===== config.mk =====
export PLATFORM = sky130hd
export DESIGN_NAME = trng_pool
export DESIGN_NICKNAME = d
export VERILOG_FILES = /design/src/rtl/trng_pool.sv
export SDC_FILE = /design/constraint.sdc
export NUM_CORES = 1
export LEC_CHECK = 0
export CORE_UTILIZATION = 35
export DETAILED_ROUTE_END_ITERATION = 10
export PLACE_DENSITY = 0.6
export SYNTH_ARGS = -nofsm -noshare
export SYNTH_HDL_FRONTEND = slang
export SYNTH_SLANG_ARGS = --single-unit

===== constraint.sdc =====
create_clock -name clk -period 2.2 [get_ports clk]
set_input_delay 0.44 -clock clk [delete_from_list [all_inputs] [get_ports clk]]
set_output_delay 0.44 -clock clk [all_outputs]
set_load 0.05 [all_outputs]

===== src/rtl/trng_pool.sv =====
// Entropy pool: parity post-filter, word assembly and a small FIFO of random words.
// Define TRNG_POOL_HEALTH_EN to compile in the repetition-count health test and alarm.
module trng_pool #(
  parameter int W     = 32,
  parameter int ORD   = 3,
  parameter int DEPTH = 4,
  parameter int RCT_C = 16
) (
  input  logic                     clk,
  input  logic                     rst,
  output logic                     src_en,
  input  logic                     src_val,
  input  logic                     src_bit,
  input  logic                     rd_req,
  output logic                     rd_val,
  output logic [W-1:0]             rdn,
  output logic [$clog2(DEPTH):0]   level,
  output logic                     alarm,
  input  logic                     alarm_clr
);

  localparam int AW = $clog2(DEPTH);
  localparam int LW = AW + 1;
  localparam int FW = $clog2(ORD);
  localparam int CW = $clog2(W);

  logic [FW-1:0] filt_cnt_q, filt_cnt_d;
  logic          filt_acc_q, filt_acc_d;
  logic          filt_val_q, filt_val_d;
  logic          filt_bit_q, filt_bit_d;
  logic [W-1:0]  asm_q, asm_d;
  logic [CW-1:0] asm_cnt_q, asm_cnt_d;
  logic          pend_q, pend_d;
  logic [W-1:0]  pend_word_q, pend_word_d;
  logic [AW-1:0] wr_ptr_q, wr_ptr_d;
  logic [AW-1:0] rd_ptr_q, rd_ptr_d;
  logic [LW-1:0] level_q, level_d;
  logic          src_en_q, src_en_d;
  logic          alarm_q, alarm_d;
  logic          accept, push, pop, flush;
  logic [W-1:0]  mem [DEPTH];

`ifdef TRNG_POOL_HEALTH_EN
  logic [7:0]    run_q, run_d;
  logic          last_q, last_d;
`else
  logic          unused_alarm_clr;
  assign unused_alarm_clr = alarm_clr;
`endif

  assign accept = src_val && src_en_q;
  assign rd_val = (level_q != '0) && !alarm_q;
  assign pop    = rd_req && rd_val;
  // A finished word waits in pend_q until the buffer has room.
  assign push   = pend_q && (level_q != LW'(DEPTH));

  always_comb begin
    // NOTE: every always_comb output gets a default first so no latch can be inferred.
    filt_cnt_d  = filt_cnt_q;
    filt_acc_d  = filt_acc_q;
    filt_val_d  = 1'b0;
    filt_bit_d  = filt_bit_q;
    asm_d       = asm_q;
    asm_cnt_d   = asm_cnt_q;
    pend_d      = pend_q && !push;
    pend_word_d = pend_word_q;
    wr_ptr_d    = push ? wr_ptr_q + AW'(1) : wr_ptr_q;
    rd_ptr_d    = pop  ? rd_ptr_q + AW'(1) : rd_ptr_q;
    level_d     = level_q;
    alarm_d     = alarm_q;
    flush       = 1'b0;

    if (push && !pop)      level_d = level_q + LW'(1);
    else if (pop && !push) level_d = level_q - LW'(1);

    if (accept) begin
      if (filt_cnt_q == FW'(ORD - 1)) begin
        filt_val_d = 1'b1;
        filt_bit_d = filt_acc_q ^ src_bit;
        filt_cnt_d = '0;
        filt_acc_d = 1'b0;
      end else begin
        filt_cnt_d = filt_cnt_q + FW'(1);
        filt_acc_d = filt_acc_q ^ src_bit;
      end
    end

    if (filt_val_q) begin
      asm_d = {asm_q[W-2:0], filt_bit_q};
      if (asm_cnt_q == CW'(W - 1)) begin
        asm_cnt_d   = '0;
        pend_d      = 1'b1;
        pend_word_d = {asm_q[W-2:0], filt_bit_q};
      end else begin
        asm_cnt_d = asm_cnt_q + CW'(1);
      end
    end

`ifdef TRNG_POOL_HEALTH_EN
    run_d  = run_q;
    last_d = last_q;
    if (accept) begin
      run_d  = (run_q != '0 && src_bit == last_q) ? run_q + 8'd1 : 8'd1;
      last_d = src_bit;
    end
    if (alarm_clr) begin
      alarm_d = 1'b0;
      run_d   = '0;
    end
    // A new failure overrides a coincident clear.
    if (run_q >= 8'(RCT_C)) begin
      alarm_d = 1'b1;
      run_d   = '0;
      flush   = 1'b1;
    end
`else
    alarm_d = 1'b0;
`endif

    if (flush) begin
      filt_cnt_d = '0;
      filt_acc_d = 1'b0;
      filt_val_d = 1'b0;
      asm_d      = '0;
      asm_cnt_d  = '0;
      pend_d     = 1'b0;
      wr_ptr_d   = '0;
      rd_ptr_d   = '0;
      level_d    = '0;
    end

    src_en_d = (level_d < LW'(DEPTH)) && !alarm_d;
  end

  always_ff @(posedge clk) begin
    if (rst) begin
      filt_cnt_q  <= '0;
      filt_acc_q  <= 1'b0;
      filt_val_q  <= 1'b0;
      filt_bit_q  <= 1'b0;
      asm_q       <= '0;
      asm_cnt_q   <= '0;
      pend_q      <= 1'b0;
      pend_word_q <= '0;
      wr_ptr_q    <= '0;
      rd_ptr_q    <= '0;
      level_q     <= '0;
      src_en_q    <= 1'b0;
      alarm_q     <= 1'b0;
`ifdef TRNG_POOL_HEALTH_EN
      run_q       <= '0;
      last_q      <= 1'b0;
`endif
    end else begin
      // NOTE: sequential state uses non-blocking assignments so all registers update together.
      filt_cnt_q  <= filt_cnt_d;
      filt_acc_q  <= filt_acc_d;
      filt_val_q  <= filt_val_d;
      filt_bit_q  <= filt_bit_d;
      asm_q       <= asm_d;
      asm_cnt_q   <= asm_cnt_d;
      pend_q      <= pend_d;
      pend_word_q <= pend_word_d;
      wr_ptr_q    <= wr_ptr_d;
      rd_ptr_q    <= rd_ptr_d;
      level_q     <= level_d;
      src_en_q    <= src_en_d;
      alarm_q     <= alarm_d;
`ifdef TRNG_POOL_HEALTH_EN
      run_q       <= run_d;
      last_q      <= last_d;
`endif
    end
  end

  // NOTE: buffer storage has no reset; level and rd_val guard every stale entry.
  always_ff @(posedge clk) begin
    if (push) mem[wr_ptr_q] <= pend_word_q;
  end

  assign rdn    = mem[rd_ptr_q];
  assign level  = level_q;
  assign src_en = src_en_q;
  assign alarm  = alarm_q;

endmodule


Yosys cells after proc, flatten, opt, wreduce, memory -nomap -nowiden
Memories as Yosys holds them, arrays and structs flattened. A register that Yosys moved wholly into a read port is not among the register bits. Index checks and enable logic that the tools add are counted.

Add/subtract/negate cells: 6. Reduce and logical (&&, ||, !) cells: 12. Bitwise gates (word level): 2. Muxes and demuxes: 12. Order comparisons: 1. Eq/ne operators: 3.

Operators by type and width (number): $add A2 B1 Y2 const B (3); $logic_and A1 B1 Y1 (6); $mux W1 (6); $mux W2 (3); $mux W3 (2); $add A5 B1 Y5 const B (1); $eq A5 B5 Y1 const B (1); $mux W5 (1); $reduce_and A2 Y1 (2); $add A3 B1 Y3 const B (1); $lt A3 B3 Y1 const B (1); $ne A3 B3 Y1 const B (1); $reduce_bool A3 Y1 (1); $sub A3 B1 Y3 const B (1); $eq A2 B2 Y1 const B (1); $logic_not A1 Y1 (2); $reduce_or A2 Y1 (1); $not A1 Y1 (1); $xor A1 B1 Y1 (1).

Memories: 1. Input bits: 6. Bits in registers: 82. Output and inout bits: 38. Logic and storage cells: 49. RAM bits: 128.

Memory list: mem (depth 4, width 32, rd ports 1, clocked after memory_dff 1, wr ports 1, line 41) `logic [W-1:0] mem [DEPTH];`.

Logic depth before layout (Yosys ltp)
Gate-level depths: netlist of run 1.

Depth in word-level cells: 7. Mapped depth: 10. Mapped depth without buffers: 10.

Worst setup path after synthesis of run 1
No wires, ideal clock.

Path type: reg2reg. Start point: reg level_q[0] (netlist: level[0]). End point: reg with a tool-made name. Buffers on the path: 0. Data arrival time: 2495 ps. Setup time: 75 ps. Slack: -370 ps. Required time: 2125 ps. Cell stages (with the launch flop): 10. Cells stage by stage: dfxtp_1 > inv_1 > ha_1 > nor2b_2 > inv_1 > nand2_1 > inv_1 > ha_1 > or3_1 > o22ai_1.

RTL lines: start: declaration (line 37) `logic [LW-1:0] level_q, level_d;`; start signal: assignment (line 166) `level_q <= level_d;`.

==> results.md, run 1 <==
- Power, Total: 7812 uW
- Clock sink total: 212
- Count of flip-flops with a built-in enable after synthesis: 128
- Total count of hold-check failures in the final report: 0
- Outcome: finished, violations left
- Top cell type's share of synthesized area: 0.4879
- DIE HEIGHT: 152.0 um
- Hold Path Class: primary input to flip-flop
- Largest area contributor in the netlist: edfxtp_1
- Fin cells: 872
- Final setup viols: 31
- Combined area of all synthesized cells: 7879 um^2
- Power Dens Cells: 802.0 nW/um^2
- Clk buf depth: 3
- Static leakage: 0.003245 uW
- Worst Tran Pin Value: 0.5151 ns
- Syn Nets: 538
- Max Slew Vio Count: 0
- CP Data Required Time: 1.76 ns
- Number of core rows: 54
- Via/cell ratio: 4.714
- FMAX: 438.7 MHz
- First-pass GRT wire length: 22180 um
- Area growth, synth to finish: 23.63%
- Avg Cell Area, Syn: 15.12 um^2
- Top FF cell, synth: edfxtp_1
- Largest stage delay, worst path: 0.58 ns
- Skew final: 0.005265 ns
- Critical path endpoint category: output pin
- Syn. warnings: 0
- Antenna violations before repair: 0
- Crit path top cell by count: buf_12
- Worst-path clk slew: 0.06 ns
- Final min period: 2.280 ns
- Pre-CTS WS: 0.1586 ns
- Sequential area share after synthesis: 0.7013
- Placed insts: 832
- Synth Register Bits: 212
- Failing checks: DRC, setup timing
- Cell family with most CP delay: multiplexers
- Post-Route WL: 13610 um
- Final ANT Viol Nets: 0
- Share of cells above drive strength 1: 0.2264
- Crit Path Class: flip-flop to output pin
- WL/cell: 15.60 um
- Hpwl dp: 8371 um
- Routability cong.: 0.7491
- H-tree Lvls: 1
- Yosys cell types: 41
- Residual DRC: 4
- Largest net degree at the start of global routing: 44
- Initial core utilization: 0.3588
- Ant diodes: 0
- Final Cycle Share: 1.036
- CTS Root Cell: clkbuf_16
- Drt first-iter violations: 196
- Die area: 23110 um^2
- Port bufs: 41
- PnR worst setup slack: -0.07958 ns
- Critical-path maximum fanout: 12
- Total grt overflow: 0
- Aggregate global-route resource usage: 0.1199
- Slowest-stage cell, CP: mux4_2
- Via count: 4111
- Vias in the first global route: 4290
- Die Width: 152.0 um
- First-pass iteration count of the detailed router: 7
- Post-Synthesis Cells: 521
- CP Launch Type: flip-flop
- Top cells by area, synth: edfxtp_1 (49%), dfxtp_1 (21%), mux4_2 (8.6%), mux2i_1 (4.7%), nand2_1 (3.3%)
- CP bufs+invs: 2
- Core Footprint: 21960 um^2
- Worst-path cell chain: buf_12, mux4_2, buf_12
- Peak VDD IR: 0.6136 mV
- CTS Hold Bufs: 0
- Max_slew headroom: 0.6555
- Boundary Pins: 44
- Arrival @ worst endpoint: 1.84 ns
- RSZ-0062 raised after global routing: yes
- Layout Nets: 593
- CTS tree: yes
- Cts bufs inserted: 22
- Ys async rst share: 0
- Clock latency on the worst-skew pair: 0.50 ns
- Number of max-cap violations: 0
- Fill cells: 1937
-- Yosys cell counts (2+ instances only) --
| library cell | number |
|---|---|
| buf_1 | 3 |
| o21ai_0 | 3 |
| xnor2_1 | 2 |
| nand2_1 | 70 |
| inv_1 | 9 |
| buf_4 | 5 |
| mux4_1 | 2 |
| mux2i_1 | 37 |
| clkbuf_1 | 8 |
| nor2_1 | 44 |
| and2_1 | 5 |
| or3_1 | 2 |
| mux4_2 | 30 |
| dfxtp_1 | 84 |
| buf_2 | 8 |
| nor2b_1 | 2 |
| nor3_1 | 3 |
| a21oi_1 | 40 |
| ha_1 | 11 |
| buf_12 | 3 |
| xor2_1 | 2 |
| edfxtp_1 | 128 |
| nand3_1 | 2 |
-- per-layer routing --
layer | share of wire | vias to the layer above | track usage
li1 | - | 2017 | -
met2 | 0.50 | 61 | 0.2090
met3 | 0.037 | 24 | 0.02282
met1 | 0.44 | 2009 | 0.1477
met4 | 0.025 | 0 | 0.04519
met5 | 0 | - | 0
-- cell usage in the layout, fill, tap and decap left out, types with 3 or more instances in the layout --
cell type	netlist	final
clkbuf_1	8	6
dfxtp_2	0	3
ha_1	11	8
inv_1	9	8
edfxtp_1	128	128
nor2_1	44	44
clkbuf_16	0	22
buf_12	3	39
clkdlybuf4s50_1	0	5
mux2i_1	37	37
nor3_1	3	3
mux4_2	30	31
clkinv_2	0	6
ha_2	0	3
o21ai_0	3	3
nand2_1	70	69
buf_4	5	9
dfxtp_1	84	80
and2_2	0	4
a21oi_1	40	39
-- final cells by class --
cell class | count | area (um^2) | area share
flip-flops and latches | 212 | 5533 | 0.5680
well taps | 280 | 350.3 | 0.03597
inverters | 9 | 37.54 | 0.003854
clock inverters | 11 | 121.4 | 0.01246
clock buffers | 29 | 586.8 | 0.06024
multi-input cells | 272 | 2150 | 0.2207
repair buffers | 59 | 962.2 | 0.09878
-- registers in the layout, indices dropped and copies added, names as in the netlist, named ones only --
name and flops:
asm_cnt_q 5, filt_cnt_q 2, src_en 1, filt_val_q 1, filt_acc_q 1, filt_bit_q 1
wr_ptr_q 2, level 2, asm_q 31, mem 128, rd_ptr_q 2, pend_q 1
pend_word_q 32
-- cell families after synthesis --
kind of cell,Yosys count,share of synthesized area
compound gates,49,0.03383
buf+inv,37,0.02843
mux,69,0.1394
simple gates,138,0.07464
other cells,1,0.0004760
flops,212,0.7013
fa+ha+maj,11,0.01747
xor+xnor,4,0.004447
-- path summary, 6_finish.rpt --
kind	cells past startpoint	to	startpoint	slack, ns
setup / recovery	3	rdn[3]	flip-flop	-0.08
hold / removal	2	level[0]	rst	0.23
setup reg to reg	9	level[1]	level[1]	0.18
hold reg to reg	2	pend_word_q[31]	asm_q[30]	0.46
-- where the power goes --
part	internal, uW	switching [uW]	leakage, uW	total (uW)
sequential	4170	4.81	0.00186	4170
clock	2130	1450	0.000352	3580
combinational	18.0	40.4	0.00103	58.4
total	6310	1500	0.00324	7810
-- metrics by stage --
step,instance area (um^2),utilization,TNS (ns),hold WS [ns]
after floorplan,7898,-,-0.02685,0.4312
after global placement,8981,0.4090,0,0.4445
after detailed placement,8981,0.4090,0,0.4588
after CTS,9723,0.4428,-2.563,0.2216
after global routing,9741,0.4436,-3.474,0.2322
final,9741,0.4436,-1.322,0.2345
-- what timing repair did --
action	4_1_cts	5_1_grt
gates cloned	0	0
setup endpoints to repair	33	37
gates resized for setup	12	6
buffers inserted	0	0
Note: power is estimated with default switching activity, not from simulation.
==> inputs of run 2 (changes only) <==
Settings changed: CAP_MARGIN set to 5.
==> results of run 2 <==
Same layout as run 1: the final DEF is identical, and so are final timing and power.
